<file path="config.mk">
export PLATFORM = sky130hd
export DESIGN_NAME = mesh_drain_collector_flat
export DESIGN_NICKNAME = d
export VERILOG_FILES = /design/src/rtl/mesh_drain_pkg.sv /design/src/rtl/mesh_drain_collector_if.sv /design/src/rtl/mesh_drain_row_buf.sv /design/src/rtl/mesh_drain_collector.sv /design/src/flat_wrapper.sv
export SDC_FILE = /design/constraint.sdc
export NUM_CORES = 1
export LEC_CHECK = 0
export CORE_MARGIN = 2
export CORE_UTILIZATION = 50
export CTS_CLUSTER_DIAMETER = 100
export DETAILED_ROUTE_END_ITERATION = 16
export DONT_BUFFER_PORTS = 1
export HOLD_SLACK_MARGIN = 0.1
export SYNTH_ARGS = -nofsm -noshare
export SYNTH_HDL_FRONTEND = slang
export SYNTH_HIERARCHICAL = 1
export SYNTH_SLANG_ARGS = --single-unit
</file>
<file path="constraint.sdc">
create_clock -name clk_i -period 10.8 [get_ports clk_i]
set_input_delay 2.16 -clock clk_i [delete_from_list [all_inputs] [get_ports clk_i]]
set_output_delay 2.16 -clock clk_i [all_outputs]
set_load 0.02 [all_outputs]
</file>
<file path="src/rtl/mesh_drain_pkg.sv">
// Shared types and width helpers for the mesh east-boundary drain collector.
package mesh_drain_pkg;

    typedef enum logic [1:0] {
        COLLECT = 2'd0,
        STREAM  = 2'd1,
        DONE    = 2'd2
    } state_e;

    function automatic int idx_w(input int n);
        return (n <= 1) ? 1 : $clog2(n);
    endfunction

    function automatic int cnt_w(input int n);
        return $clog2(n + 1);
    endfunction

endpackage

</file>
<file path="src/rtl/mesh_drain_collector_if.sv">
// Row-major result stream from the drain collector to the writeback path.
interface mesh_drain_collector_if
    import mesh_drain_pkg::*;
#(
    parameter int N          = 2,
    parameter int DATA_WIDTH = 32
);
    localparam int IW = idx_w(N);

    logic [DATA_WIDTH-1:0] result_o;
    logic [IW-1:0]         result_row_o;
    logic [IW-1:0]         result_col_o;
    logic                  result_valid_o;
    logic                  result_ready_i;
    logic                  result_last_o;

    modport master (
        output result_o,
        output result_row_o,
        output result_col_o,
        output result_valid_o,
        output result_last_o,
        input  result_ready_i
    );

    modport slave (
        input  result_o,
        input  result_row_o,
        input  result_col_o,
        input  result_valid_o,
        input  result_last_o,
        output result_ready_i
    );

endinterface

</file>
<file path="src/rtl/mesh_drain_row_buf.sv">
// One row of the result tile: fill counter plus N-entry buffer, filled right to left.
module mesh_drain_row_buf
    import mesh_drain_pkg::*;
#(
    parameter int N          = 2,
    parameter int DATA_WIDTH = 32
) (
    input  logic                  clk,
    input  logic                  rst_n,
    input  logic                  en,
    input  logic                  clear,
    input  logic                  drain,
    input  logic [DATA_WIDTH-1:0] data,
    input  logic [idx_w(N)-1:0]   rd_col,
    output logic                  fill,
    output logic                  ovf_try,
    output logic [DATA_WIDTH-1:0] rd_data
);
    localparam int CW = cnt_w(N);

    logic [CW-1:0]         cnt;
    logic [DATA_WIDTH-1:0] mem [N];
    logic                  full;
    logic                  wr;

    assign full    = (cnt == CW'(N));
    assign wr      = en & drain & ~full;
    assign ovf_try = drain & ~wr;
    // Row counts as full after this cycle's beat lands.
    assign fill    = full | (wr & (cnt == CW'(N - 1)));

    always_ff @(posedge clk or negedge rst_n) begin
        if (!rst_n) begin
            cnt <= '0;
        end else if (clear) begin
            cnt <= '0;
        end else if (wr) begin
            cnt <= cnt + CW'(1);
        end
    end

    always_ff @(posedge clk) begin
        if (wr & ~clear) begin
            for (int k = 0; k < N; k++) begin
                if (cnt == CW'(N - 1 - k)) begin
                    mem[k] <= data;
                end
            end
        end
    end

    always_comb begin
        rd_data = '0;
        for (int k = 0; k < N; k++) begin
            if (int'(rd_col) == k) begin
                rd_data = mem[k];
            end
        end
    end

endmodule

</file>
<file path="src/rtl/mesh_drain_collector.sv">
// Collects an NxN tile from the mesh east drain and streams it out row-major.
module mesh_drain_collector
    import mesh_drain_pkg::*;
#(
    parameter int N          = 2,
    parameter int DATA_WIDTH = 32
) (
    input  logic                  clk_i,
    input  logic                  rstn_i,
    input  logic [DATA_WIDTH-1:0] east_i [0:N-1],
    input  logic [N-1:0]          drain_i,
    input  logic                  clear_i,
    output logic                  collect_done_o,
    output logic                  busy_o,
    output logic                  overflow_o,
    mesh_drain_collector_if.master res
);
    localparam int             IW   = idx_w(N);
    localparam logic [IW-1:0]  LAST = IW'(N - 1);

    state_e                state;
    logic [IW-1:0]         rp_row;
    logic [IW-1:0]         rp_col;
    logic [N-1:0]          fill;
    logic [N-1:0]          ovf_try;
    logic [DATA_WIDTH-1:0] rd [N];
    logic [DATA_WIDTH-1:0] sel;
    logic                  collect;
    logic                  row_clr;
    logic                  valid;
    logic                  hs;
    logic                  at_last;

    assign collect = (state == COLLECT);
    assign row_clr = clear_i | (state == DONE);
    assign valid   = (state == STREAM);
    assign hs      = valid & res.result_ready_i;
    assign at_last = (rp_row == LAST) & (rp_col == LAST);

    for (genvar r = 0; r < N; r++) begin : g_row
        mesh_drain_row_buf #(
            .N          (N),
            .DATA_WIDTH (DATA_WIDTH)
        ) u_row (
            .clk     (clk_i),
            .rst_n   (rstn_i),
            .en      (collect),
            .clear   (row_clr),
            .drain   (drain_i[r]),
            .data    (east_i[r]),
            .rd_col  (rp_col),
            .fill    (fill[r]),
            .ovf_try (ovf_try[r]),
            .rd_data (rd[r])
        );
    end

    always_comb begin
        sel = '0;
        for (int r = 0; r < N; r++) begin
            if (int'(rp_row) == r) begin
                sel = rd[r];
            end
        end
    end

    always_ff @(posedge clk_i or negedge rstn_i) begin
        if (!rstn_i) begin
            state      <= COLLECT;
            rp_row     <= '0;
            rp_col     <= '0;
            overflow_o <= 1'b0;
        end else if (clear_i) begin
            state      <= COLLECT;
            rp_row     <= '0;
            rp_col     <= '0;
            overflow_o <= 1'b0;
        end else begin
            if (|ovf_try) begin
                overflow_o <= 1'b1;
            end
            unique case (state)
                COLLECT: begin
                    if (&fill) begin
                        state <= STREAM;
                    end
                end
                STREAM: begin
                    if (hs) begin
                        if (at_last) begin
                            state  <= DONE;
                            rp_row <= '0;
                            rp_col <= '0;
                        end else if (rp_col == LAST) begin
                            rp_col <= '0;
                            rp_row <= rp_row + IW'(1);
                        end else begin
                            rp_col <= rp_col + IW'(1);
                        end
                    end
                end
                DONE: begin
                    state  <= COLLECT;
                    rp_row <= '0;
                    rp_col <= '0;
                end
                default: state <= COLLECT;
            endcase
        end
    end

    // Buffer is unreset, so gate data to keep the bus quiet outside STREAM.
    assign res.result_o       = valid ? sel : '0;
    assign res.result_row_o   = rp_row;
    assign res.result_col_o   = rp_col;
    assign res.result_valid_o = valid;
    assign res.result_last_o  = valid & at_last;
    assign busy_o             = valid;
    assign collect_done_o     = (state == DONE);

endmodule
</file>
<file path="src/flat_wrapper.sv">
// flat-port wrapper written by rule: the top's interface ports become plain ports
module mesh_drain_collector_flat import mesh_drain_pkg::*;
#(
    parameter int N          = 2,
    parameter int DATA_WIDTH = 32
)
  (clk_i, rstn_i, east_i, drain_i, clear_i, collect_done_o, busy_o, overflow_o, res_result_o, res_result_row_o, res_result_col_o, res_result_valid_o, res_result_last_o, res_result_ready_i);
  mesh_drain_collector_if #(.N(N), .DATA_WIDTH(DATA_WIDTH)) res_i ();
  input  logic clk_i;
  input  logic rstn_i;
  input  logic [DATA_WIDTH-1:0] east_i[0:N-1];
  input  logic [N-1:0] drain_i;
  input  logic clear_i;
  output logic collect_done_o;
  output logic busy_o;
  output logic overflow_o;
  output wire logic [$bits(res_i.result_o)-1:0] res_result_o;
  output wire logic [$bits(res_i.result_row_o)-1:0] res_result_row_o;
  output wire logic [$bits(res_i.result_col_o)-1:0] res_result_col_o;
  output wire logic [$bits(res_i.result_valid_o)-1:0] res_result_valid_o;
  output wire logic [$bits(res_i.result_last_o)-1:0] res_result_last_o;
  input wire logic [$bits(res_i.result_ready_i)-1:0] res_result_ready_i;
  assign res_result_o = res_i.result_o;
  assign res_result_row_o = res_i.result_row_o;
  assign res_result_col_o = res_i.result_col_o;
  assign res_result_valid_o = res_i.result_valid_o;
  assign res_result_last_o = res_i.result_last_o;
  assign res_i.result_ready_i = res_result_ready_i;
  mesh_drain_collector #(.N(N), .DATA_WIDTH(DATA_WIDTH)) u_core (.clk_i(clk_i), .rstn_i(rstn_i), .east_i(east_i), .drain_i(drain_i), .clear_i(clear_i), .collect_done_o(collect_done_o), .busy_o(busy_o), .overflow_o(overflow_o), .res(res_i));
endmodule
</file>
==> results of run 1 <==
per-layer routing:
| metal | routed length [um] | GRT usage |
|---|---|---|
| met5 | 0 | 0 |
| met4 | 130 | 0.0651 |
| met3 | 929 | 0.0870 |
| met2 | 5230 | 0.265 |
| met1 | 4210 | 0.188 |
worst paths after layout:
path	from	endpoint	cells past startpoint
max	u_core/res.result_col_o	res_result_o[22]	4
min	u_core/g_row[1].u_row/cnt[1]	u_core/g_row[1].u_row/cnt[1]	2
max reg2reg	u_core/state[1]	u_core/g_row[0].u_row/mem[0][26]	4
min reg2reg	u_core/g_row[1].u_row/cnt[1]	u_core/g_row[1].u_row/cnt[1]	2
max in group asynchronous	rstn_i	u_core/res.result_col_o	0
min in group asynchronous	rstn_i	u_core/g_row[1].u_row/cnt[0]	0
critical path: cells and delay by family (launching register included):
kind          cells  cell delay, ns
buf+inv           1            0.80
simple gates      1            0.37
mux               2            0.35
flops             1            0.66
cell families (layout without fill, tap and decap cells):
logic type                 count (synthesis)  count (layout)  synth area share
and+or+nand+nor                           70              70            0.0578
buffers and inverters                     26              45            0.0452
AOI/OAI and AO/OA                          8               8           0.00936
adders and majority gates                  6               6            0.0122
muxes                                    100             100             0.214
DFF                                      137             137             0.662
cells in the mapped netlist (5+ instances only):
| cell | number | share of area |
|---|---|---|
| mux2i_1 | 34 | 0.055 |
| nand2b_1 | 5 | 0.0051 |
| nand2_1 | 5 | 0.0031 |
| ha_1 | 6 | 0.012 |
| mux2_4 | 62 | 0.15 |
| inv_1 | 7 | 0.0043 |
| buf_12 | 6 | 0.020 |
| nor2_1 | 36 | 0.022 |
| buf_6 | 7 | 0.013 |
| edfxtp_1 | 128 | 0.62 |
| dfrtp_1 | 9 | 0.037 |
metrics by stage:
step / setup WS [ns] / area (sq um) / hold slack [ns] / utilization
after CTS: 5.92 / 6740 / 0.585 / 0.561
after floorplan: 5.39 / 6150 / 0.505 / -
after detailed placement: 6.37 / 6180 / 0.575 / 0.514
final: 6.01 / 6740 / 0.579 / 0.561
after global routing: 5.84 / 6740 / 0.620 / 0.561
after global placement: 6.40 / 6180 / 0.555 / 0.514
cells in the final DEF, fill, tap and decap left out, types with 3 or more instances in the layout:
| cell type | count |
|---|---|
| nand2_1 | 5 |
| clkinv_1 | 3 |
| nand3b_1 | 3 |
| mux2_2 | 4 |
| nand2b_1 | 4 |
| buf_4 | 8 |
| clkinv_2 | 3 |
| clkbuf_16 | 17 |
| mux2_4 | 62 |
| mux2i_1 | 34 |
| inv_1 | 7 |
| nand3_1 | 3 |
| nor2_1 | 36 |
| nor2b_1 | 3 |
| nor3_1 | 3 |
| bufinv_16 | 3 |
| edfxtp_1 | 128 |
| dfrtp_1 | 7 |
| nor3b_2 | 4 |
| ha_1 | 6 |
power by group:
group          total (mW)  switching [mW]  internal [mW]  leakage (nW)
combinational      0.0848          0.0490         0.0358         0.759
clock               0.551           0.197          0.355         0.274
sequential          0.630          0.0112          0.619          1.29
total                1.27           0.257           1.01          2.32
sequential cells by signal (all words and copies together) (netlist names):
register / count
u_core/g_row.u_row/cnt: 4
u_core/g_row.u_row/mem: 128
u_core/overflow_o: 1
u_core/res.result_col_o: 1
u_core/res.result_row_o: 1
u_core/state: 2
area by class of cell:
cell class / instances / area, sq um / share of cell area
repair buffers: 8 / 60.1 / 0.00891
clock buffers: 18 / 429 / 0.0637
well taps: 147 / 184 / 0.0273
clock inverters: 11 / 133 / 0.0197
flip-flops and latches: 137 / 4070 / 0.604
inverters: 8 / 35.0 / 0.00520
multi-input cells: 184 / 1830 / 0.271
==> impl_results.md, run 1 <==
- DRT antenna net count: 0
- Crit path kind: reg2out
- Seq/Total Area, Yosys: 0.662
- Gate Count Post-Synth: 347
- Cell row count: 40
- Initial antenna violation count: 0
- Ratio of cells with drive above 1 in the final layout: 0.306
- Run status: completed
- Cell area after synthesis: between 6000 and 7000 sq um
- Die Wd: about 110 um
- DRT iter0 DRCs: 117
- Critical path required time: around 8.6 ns
- Die Y: approximately 110 um
- Vias/cell: between 5 and 6
- Later-pin clock latency in the skew report: slightly above 0.4 ns
- Slew Viols, Final: 0
- Global Route Usage Sum: 0.165
- Slew headroom: 0.373
- Final WL: around 11000 um
- Bufs on Longest Clock Path: 2
- CTS resizes: 0
- Reg2reg setup slack: between 8 and 9 ns
- Gr ovfl total: 0
- Count of unique library cells instantiated by Yosys: 32
- DRC violations left: 0
- Core area: around 12000 sq um
- RSZ-0062 raised after global routing: false
- Slowest-stage cell, CP: buf_4
- Initial DRT Pass Iterations: 4
- Setup TNS: 0 ns
- Pleak: about 2.3 nW
- Worst VDD drop: 0.117 mV
- WL per Instance: slightly above 20 um
- Fmax: ~210 MHz
- Synth-to-layout area growth: 9.60%
- Largest net degree at the start of global routing: 53
- Min cycle time layout: between 4 and 5 ns
- Endpoints failing setup: 0
- Post-CTS setup buffer count: 0
- Total number of vias: 2747
- Yosys Warn Count: 6
- CP cell instances: buf_4 > mux2_4 > mux2i_1 > nor2_1
- Port Buffers: 0
- First-pass GRT wire length: approximately 16000 um
- Slew @ Worst Pin: around 0.94 ns
- Synth Register Bits: roughly 140
- Final Non-Filler Cells: 513
- EDFF count, synth: ~130
- CTS tree: yes
- PD cells: between 150 and 200 nW/um^2
- HPWL Detailed: roughly 6500 um
- Nets@finish: 432
- Worst-path maximum fanout: 52
- Num CTS Buffers: 17
- Final Hold Fails: 0
- Boundary Pins: 109
- Ys flop type: edfxtp_1
- Clock-pin slew on the worst setup and hold paths: 0.05 ns
- Die area: between 10000 and 15000 sq um
- Syn Nets: approximately 420
- Antenna cell count: 0
- Ys async rst share: 0.0657
- Hold Path Class: reg2reg
- Hold_buf cts: 0
- Setup crit start kind: flip-flop
- Pwr Total: ~1.3 mW
- Fin Clk Skew: 0.00758 ns
- RD Place Congestion: about 0.75
- Cell count after placement: around 480
- Vias in the first global route: between 2000 and 3000
- Max Cap Viol: 0
- Mean Syn Cell Area: approximately 18 sq um
- Htree depth: 4
- Initial Utilization: 0.512
- Final worst-path cycle share: 0.444
- CP max stage delay: around 0.80 ns
- CTS sink count: between 100 and 150
- Fill count: between 900 and 1000
- CTS Root Cell: clkbuf_16
- Crit end category: primary output
- Critical path arrival: 2.63 ns
Power figures use the tool's default switching activity.
==> inputs of run 2 (changes only) <==
- PLACE_DENSITY: not set -> 0.68
- clock period: 10.8 -> 4.25 ns (I/O delays scaled with it)
==> run 2 against run 1 <==
Net effect: wire length up 3.8%; utilization shrank 0.36 points; via count rose by 3.1%.
==> impl_results.md, run 2 (synthesis gave the netlist of run 1 again) <==
- Setup TNS: 0 ns (unchanged)
- Hold_buf cts: 0 (unchanged)
- Slew @ Worst Pin: 0.910 ns (-0.0309 ns)
- Slowest-stage cell, CP: dfrtp_4
- DRC violations left: 0 (unchanged)
- Clock-pin slew on the worst setup and hold paths: 0.05 ns (about the same)
- RD Place Congestion: 0.747 (-0.31%)
- First-pass GRT wire length: 16700 um (+7.1%)
- Cell count after placement: 485 (+0.21%)
- Critical path required time: 3.40 ns (-5.24 ns)
- Reg2reg setup slack: 2.11 ns (-6.53 ns)
- Biggest regs: u_core/g_row.u_row/mem: 128 flops, u_core/g_row.u_row/cnt: 4 flops, u_core/state: 2 flops
- Reg2reg path depth: 4 (unchanged)
- WL per Instance: 21.3 um (+3.8%)
- CTS tree: yes
- Pleak: 2.29 nW (-1.2%)
- Min cycle time layout: roughly 3.1 ns
- Initial antenna violation count: 0 (unchanged)
- DRT iter0 DRCs: 97 (-17%)
- Die Wd: 115 um (unchanged)
- Max reg flops: 128 (unchanged)
- Later-pin clock latency in the skew report: 0.42 ns (about the same)
- Global Route Usage Sum: 0.175 (+0.00998)
- Core area: 12000 sq um (unchanged)
- Total number of vias: 2833 (+3.1%)
- CP cell instances: buf_12 > mux2_4 > mux2i_1 > nor2_1
- Initial Utilization: 0.512 (unchanged)
- Slew Viols, Final: 0 (unchanged)
- Port Buffers: 0 (unchanged)
- Bufs on Longest Clock Path: 2 (unchanged)
- Nets@finish: 433 (+0.23%)
- Vias in the first global route: 3037 (+8.7%)
- Critical path arrival: 2.22 ns (-0.41 ns)
- Cell row count: 40 (unchanged)
- RSZ-0062 raised after global routing: false
- Worst r2r src: u_core/state[1]
- Setup crit start kind: flip-flop
- Fill count: 930 (-1.2%)
- Run status: completed
- Endpoints failing setup: 0 (unchanged)
- Gr ovfl total: 0 (unchanged)
- Pwr Total: 3.09 mW (+140%)
- Slew headroom: 0.393 (+0.0206)
- Most frequent cells in the layout: edfxtp_1 (128), mux2_4 (62), nor2_1 (36), mux2i_1 (34), clkbuf_16 (17)
- CTS Root Cell: clkbuf_16
- Ratio of cells with drive above 1 in the final layout: 0.295 (-0.0109)
- Worst-path maximum fanout: 50 (-3.8%)
- Vias/cell: 5.52 (+3.1%)
- Initial DRT Pass Iterations: 4 (unchanged)
- Final Non-Filler Cells: 513 (unchanged)
- Register area: 4070 sq um (unchanged)
- Num CTS Buffers: 17 (unchanged)
- HPWL Detailed: 6860 um (+4.8%)
- Stages on the worst setup path: 4 (unchanged)
- Final worst setup slack: 1.18 ns (-4.83 ns)
- Post-CTS setup buffer count: 0 (unchanged)
- Largest Register: u_core/g_row.u_row/mem
- Die Y: 115 um (unchanged)
- Final Hold Fails: 0 (unchanged)
- CTS sink count: 137 (unchanged)
- Htree depth: 4 (unchanged)
- Antenna cell count: 0 (unchanged)
- RR Endpoint: u_core/g_row[0].u_row/mem[0][10]
- Top delay family on crit path: flip-flops
- Synth-to-layout area growth: 8.89%
- Most common cell after layout, fill and taps aside: edfxtp_1
- CP max stage delay: 0.70 ns (-0.10 ns)
- Die area: 13200 sq um (unchanged)
- Pre-CTS setup slack: 1.58 ns (-4.79 ns)
- Crit path kind: reg2out
- Hold Path Class: in2async
- Area of the multi-input gates: 1830 sq um (unchanged)
- Final WL: 10900 um (+3.8%)
- CTS resizes: 0 (unchanged)
- Crit end category: primary output
- Max Cap Viol: 0 (unchanged)
- Worst VDD drop: 0.273 mV (+130%)
- Boundary Pins: 109 (unchanged)
- Largest net degree at the start of global routing: 51 (-3.8%)
- CP bufs+invs: 1 (unchanged)
- PD cells: 461 nW/um^2 (+150%)
- Final worst-path cycle share: 0.723
- Fmax: around 330 MHz
- Fin Clk Skew: 0.00479 ns (-0.00279 ns)
- DRT antenna net count: 0 (unchanged)
run 2: worst max path at each step:
stage                             from                               to
6_report       u_core/res.result_col_o                  res_result_o[8]
5_1_grt        u_core/res.result_row_o                 res_result_o[29]
4_1_cts        u_core/res.result_col_o                  res_result_o[3]
3_5_place_dp   u_core/res.result_col_o                  res_result_o[3]
3_3_place_gp   u_core/res.result_col_o                  res_result_o[3]
2_1_floorplan                  clear_i  u_core/g_row[0].u_row/mem[0][0]
run 2: final cells by class:
| type | instances | area share |
|---|---|---|
| inverter | 8 | 0.00523 |
| clock buffer | 22 | 0.0663 |
| timing repair buffer | 9 | 0.0120 |
| sequential | 137 | 0.608 |
| tap | 147 | 0.0275 |
| clock inverter | 6 | 0.00803 |
| multi-input combinational | 184 | 0.273 |
run 2: routing by layer:
metal | up-vias | track usage | routed length, um
li1 | 1312 | - | -
met5 | - | 0 | 0
met4 | 0 | 0.0747 | 200
met2 | 74 | 0.291 | 5650
met1 | 1430 | 0.197 | 4220
met3 | 17 | 0.0785 | 834
run 2: power by group:
| part | internal [mW] | switching, mW | leakage [nW] | total (mW) |
|---|---|---|---|---|
| Sequential | 1.57 | 0.0302 | 1.29 | 1.60 |
| Clock | 0.781 | 0.486 | 0.238 | 1.27 |
| Combinational | 0.0925 | 0.126 | 0.766 | 0.219 |
| Total | 2.45 | 0.643 | 2.29 | 3.09 |
run 2: through the flow:
stage	utilization	hold WS [ns]	area (sq um)
detailed placement	0.516	0.555	6200
CTS	0.558	0.108	6700
global route	0.558	0.106	6700
global placement	0.516	0.546	6200
finish	0.558	0.129	6700
floorplan	-	0.505	6150
==> inputs of run 3 (changes only) <==
- clock period: 4.25 -> 2.5 ns (I/O delays scaled with it)
==> run 3 against run 2 <==
Net effect: combinational power rose by 84%; worst setup slack got worse by 1.1 ns; register-to-register slack got worse by 1.7 ns; utilization rose by 1.9 points; count of clock-buffer cells in the layout did not move; first-iteration DRC count rose by 69%; critical path type unchanged; wire length fell by 5.7%; flip-flop and latch count did not move; largest power group unchanged; non-clock buffer count rose by 10; clock power rose by 97%; total power rose by 82%; design area rose by 3.4%; highest routed layer unchanged.
==> impl_results.md, run 3 (synthesis gave the netlist of run 1 again) <==
- Run status: completed
- Internal cell power: 4.50 mW (+84%)
- Slowest-stage cell, CP: dfrtp_4
- Fin Clk Skew: 0.00596 ns (+0.00117 ns)
- Slew Viols, Final: 0 (unchanged)
- RR Endpoint: u_core/g_row[0].u_row/mem[0][53]
- RSZ-0062 raised after global routing: false
- CP max stage delay: 0.58 ns (-0.12 ns)
- Total number of vias: 2849 (+0.56%)
- CP cell instances: buf_6 > mux2_4 > mux2i_1 > nor2_1
- Later-pin clock latency in the skew report: 0.41 ns (about the same)
- Die Y: 115 um (unchanged)
- Most common cell after layout, fill and taps aside: edfxtp_1
- Switching Fraction: 0.198 (-0.00992)
- Top delay family on crit path: flip-flops
- Critical path required time: 2.00 ns (-1.40 ns)
- Largest net degree at the start of global routing: 40 (-22%)
- Vias/cell: 5.41 (-2.1%)
- Min cycle time layout: 2.38 ns
- Hold Path Class: in2reg
- Initial DRT Pass Iterations: 4 (unchanged)
- Worst-path maximum fanout: 14 (-72%)
- RD Place Congestion: 0.736 (-1.5%)
- Pleak: 2.41 nW (+5.2%)
- Clock share of power: 0.444 (+0.034)
- Cell row count: 40 (unchanged)
- Critical path arrival: 1.88 ns (-0.34 ns)
- Endpoints failing setup: 0 (unchanged)
- Max reg flops: 128 (unchanged)
- Slew headroom: 0.626 (+0.233)
- DRT iter0 DRCs: 164 (+69%)
- Core area: 12000 sq um (unchanged)
- Worst r2r src: u_core/state[1]
- Setup TNS: 0 ns (unchanged)
- Final Non-Filler Cells: 527 (+2.7%)
- Slew @ Worst Pin: 0.560 ns (-0.350 ns)
- Boundary Pins: 109 (unchanged)
- Most frequent cells in the layout: edfxtp_1 (128), mux2_4 (62), nor2_1 (36), mux2i_1 (34), clkbuf_16 (17)
- Die area: 13200 sq um (unchanged)
- HPWL Detailed: 6700 um (-2.4%)
- Stages on the worst setup path: 4 (unchanged)
- Sw Pwr: 1.11 mW (+73%)
- Largest Register: u_core/g_row.u_row/mem
- Die Wd: 115 um (unchanged)
- Port Buffers: 0 (unchanged)
- Antenna cell count: 0 (unchanged)
- Final worst-path cycle share: 0.953
- Htree depth: 4 (unchanged)
- Max Cap Viol: 0 (unchanged)
- Final WL: 10300 um (-5.7%)
- Gr ovfl total: 0 (unchanged)
- PD cells: 811 nW/um^2 (+76%)
- Pre-CTS setup slack: 0.383 ns (-1.20 ns)
- DRT antenna net count: 0 (unchanged)
- Clock-pin slew on the worst setup and hold paths: 0.05 ns (about the same)
- Final Hold Fails: 0 (unchanged)
- Nets@finish: 443 (+2.3%)
- Worst Hold Margin: 0.147 ns (+0.0185 ns)
- Global Route Usage Sum: 0.164 (-0.0115)
- Cell count after placement: 493 (+1.6%)
- CTS tree: yes
- Ratio of cells with drive above 1 in the final layout: 0.321 (+0.0260)
- Biggest regs: u_core/g_row.u_row/mem: 128 flops, u_core/g_row.u_row/cnt: 4 flops, u_core/state: 2 flops
- Sequential share of power: 0.484 (-0.035)
- Crit end category: primary output
- CTS Root Cell: clkbuf_16
- Cell area after layout: 6930 sq um (+3.4%)
- Comb pwr share: 0.072 (about the same)
- Setup crit end: res_result_o[25]
- Final worst setup slack: 0.118 ns (-1.06 ns)
- Num CTS Buffers: 17 (unchanged)
- Bufs on Longest Clock Path: 2 (unchanged)
- DRC violations left: 0 (unchanged)
- Worst VDD drop: 0.545 mV (+100%)
- CTS sink count: 137 (unchanged)
- Fmax: between 400 and 500 MHz
- Crit path kind: reg2out
- Reg2reg setup slack: 0.39 ns (-1.72 ns)
- WL per Instance: 19.5 um (-8.2%)
- Initial antenna violation count: 0 (unchanged)
- Initial Utilization: 0.512 (unchanged)
- Reg2reg path depth: 4 (unchanged)
- CP Launch Point: u_core/res.result_col_o
- Vias in the first global route: 2963 (-2.4%)
- Setup crit start kind: flip-flop
- Synth-to-layout area growth: 12.6%
- First-pass GRT wire length: 15800 um (-5.4%)
- Post-DP Area: 6310 sq um (+1.8%)
- CP bufs+invs: 1 (unchanged)
==> run 3: cell types whose count changed in the layout (fill, tap and decap cells not counted), sizes merged <==
| cell | previous run | this run |
|---|---|---|
| dlygate4sd3 | 0 | 1 |
| clkinv | 4 | 5 |
| bufinv | 1 | 4 |
| buf | 9 | 18 |
==> run 3: repair_timing <==
action                                 in CTS  in global routing
endpoints found under the hold margin       9                  0
gates resized for setup                     0                  2
setup endpoints to repair                   5                  7
hold buffers                                1                  0
setup buffers                               1                  0
==> run 3: worst min path at each step <==
stage | cells after the start | to | from
after floorplan | 0 | u_core/g_row[0].u_row/cnt[0] | rstn_i
after global placement | 0 | u_core/overflow_o | rstn_i
final | 1 | u_core/res.result_col_o | clear_i
after detailed placement | 0 | u_core/overflow_o | rstn_i
after CTS | 1 | u_core/res.result_col_o | clear_i
after global routing | 1 | u_core/res.result_col_o | clear_i
==> run 3: area by class of cell <==
type	instances	area, sq um
clock buffer	22	444
clock inverter	10	150
fill	925	5080
inverter	8	35.0
multi-input combinational	184	1850
sequential	137	4070
tap	147	184
timing repair buffer	19	188
==> run 3: metal layers <==
layer / global-route usage / part of all wire
met5: 0 / 0
met4: 0.0659 / 0.021
met3: 0.0648 / 0.068
met2: 0.285 / 0.52
met1: 0.180 / 0.39
==> run 3: through the flow <==
stage | utilization | total power, mW
2_1_floorplan | - | 3.07
3_3_place_gp | 0.525 | 3.16
3_5_place_dp | 0.525 | 3.17
4_1_cts | 0.576 | 5.67
5_1_grt | 0.577 | 5.81
6_report | 0.577 | 5.62
==> run 3: power groups by stage <==
stage	Clock, mW	Sequential [mW]	Combinational (mW)
after global placement	0	2.76	0.396
after detailed placement	0	2.77	0.402
after floorplan	0	2.75	0.317
final	2.50	2.72	0.404
after global routing	2.64	2.73	0.439
after CTS	2.54	2.72	0.410
==> patch (config.mk and constraints of run 2) <==
Register the output `overflow_o` once more, cleared by the reset; this adds one clock of latency there. The other outputs are not delayed to match.
--- a/src/rtl/mesh_drain_collector.sv
+++ b/src/rtl/mesh_drain_collector.sv
@@ -19,2 +19,4 @@
     localparam logic [IW-1:0]  LAST = IW'(N - 1);
+
+    logic overflow_s0;
 
@@ -71,3 +73,3 @@
             rp_col     <= '0;
-            overflow_o <= 1'b0;
+            overflow_s0 <= 1'b0;
         end else if (clear_i) begin
@@ -76,6 +78,6 @@
             rp_col     <= '0;
-            overflow_o <= 1'b0;
+            overflow_s0 <= 1'b0;
         end else begin
             if (|ovf_try) begin
-                overflow_o <= 1'b1;
+                overflow_s0 <= 1'b1;
             end
@@ -120,2 +122,10 @@
 
+    always_ff @(posedge clk_i or negedge rstn_i) begin
+        if (!rstn_i) begin
+            overflow_o <= '0;
+        end else begin
+            overflow_o <= overflow_s0;
+        end
+    end
+
 endmodule
Function: changed (Yosys sat finds a counterexample within 4 cycles, from zero or initial values and one cycle with rstn_i low).
==> patch against run 2 <==
- core utilization up 0.55 points
- wire length down 5.4%
- total power up 2.6%
- final area up 0.56%
- sequential cell count up 1
- synthesized area down 0.57%
- clock power up 6%
- worst setup slack worse by 0.41 ns
- non-clock buffer count unchanged
==> patch: results (changes against run 2) <==
run_status:
  status: "completed"  # unchanged
yosys:
  synth_mux_area_frac: 0.215  # was 0.214
  synth.yosys.seq_area_share: 0.669  # was 0.662
  ys_top_cells_by_count: "edfxtp_1, mux2_4, nor2_1"  # unchanged
  synth_cell_types: 31  # was 32
  syn_nets: 421  # was 423
  ys_top_cells_by_area: "edfxtp_1, mux2_4, mux2i_1"  # unchanged
  async_flop_share: 0.0725  # was 0.0657
  synth_area_per_cell_um2: 17.7  # about the same
  synthAdderAreaFrac: 0.0123  # was 0.0122
  synth-compound-area-share: 0.00736  # was 0.00936
place:
  port_buffers: 0  # unchanged
  gp_congestion: 0.714  # was 0.747
  placed_cells: 484  # was 485
pwr:
  p_leak_uw: 0.00233  # was 0.00229 µW
  max-vdd-ir-drop_mv: 0.446  # was 0.273 mV
critical_path:
  critPathArrivalTime_ns: 2.64  # was 2.22 ns
  slowest_delay_ns: 1.06  # was 0.70 ns
  path_max_fanout: 58  # was 50
sta:
  skew_ns: 0.00754  # was 0.00479 ns
  worst_pin_slew_ns: 1.05  # was 0.910 ns
detailed_routing:
  dr.pass1.iters: 5  # was 4
  drt_iter0_drc: 185  # was 97
grt:
  grt_pass1_vias: 2885  # was 3037
  grt_max_degree: 59  # was 51
  grt_pass1_wl_um: 15400  # was 16700 µm
  track_usage: 0.162  # was 0.175
cells_and_area:
  num_antenna_cells: 0  # unchanged
  finalNonFillerCells: 516  # was 513
  drive_above_1_share: 0.293  # was 0.295
cts:
  insertion_delay_ns: 0.40  # was 0.42 ns
## patch: worst paths after layout
kind,depth (start not counted),endpoint,slack (ns),start
max,4,res_result_o[25],0.76,u_core/res.result_col_o$_DFFE_PN0P_
min,0,u_core/g_row[0].u_row/cnt[1]$_DFFE_PN0P_,0.14,rstn_i
max reg2reg,4,u_core/g_row[0].u_row/mem[0][10]$_DFFE_PP_,1.70,u_core/state[0]$_DFFE_PN0P_
min reg2reg,0,u_core/overflow_o$_DFF_PN0_,0.38,u_core/overflow_s0$_DFFE_PN0P_
max in group asynchronous,0,u_core/res.result_row_o$_DFFE_PN0P_,4.03,rstn_i
min in group clk_i,0,u_core/overflow_o$_DFF_PN0_,0.38,u_core/overflow_s0$_DFFE_PN0P_
## patch: worst reg2reg max path, stage by stage, from the launching register on
cell and delay, ns:
dfrtp_1 0.47, and2b_2 0.31, or2_2 0.41, nor3b_2 0.52
buf_4 0.47
## patch: routing by layer
metal	wire length, µm	part of all wire	track usage
met5	0	0	0
met3	745	0.072	0.0704
met4	115	0.011	0.0593
met1	4020	0.39	0.182
met2	5440	0.53	0.274
## patch: cell families (layout without fill, tap and decap cells)
family	Yosys count	in the layout
AO/OA/AOI/OAI	7	7
multiplexers	100	100
flip-flops	138	138
adder cells (fa/ha/maj)	6	6
buffers and inverters	24	48
AND/OR/NAND/NOR	70	70
## patch: cell type report
class | instances | area [µm²]
clock buffer | 23 | 448
clock inverter | 9 | 98.8
fill | 909 | 5230
inverter | 7 | 26.3
multi-input combinational | 183 | 1810
sequential | 138 | 4100
tap | 147 | 184
timing repair buffer | 9 | 67.6
## patch: where the power goes
group | internal, µW | total, µW | leakage, µW | switching [µW]
combinational | 90.3 | 206 | 0.000762 | 116
sequential | 1580 | 1620 | 0.00130 | 35.8
clock | 856 | 1340 | 0.000264 | 489
total | 2530 | 3170 | 0.00233 | 641
## patch: stage by stage
step	instance area [µm²]	hold slack, ns	power [µW]	setup WS, ns
2_1_floorplan	6120	0.355	1810	0.149
4_1_cts	6740	0.120	3200	0.727
3_5_place_dp	6190	0.371	1860	1.17
6_report	6740	0.138	3170	0.762
5_1_grt	6740	0.115	3280	0.615
3_3_place_gp	6190	0.371	1850	1.24
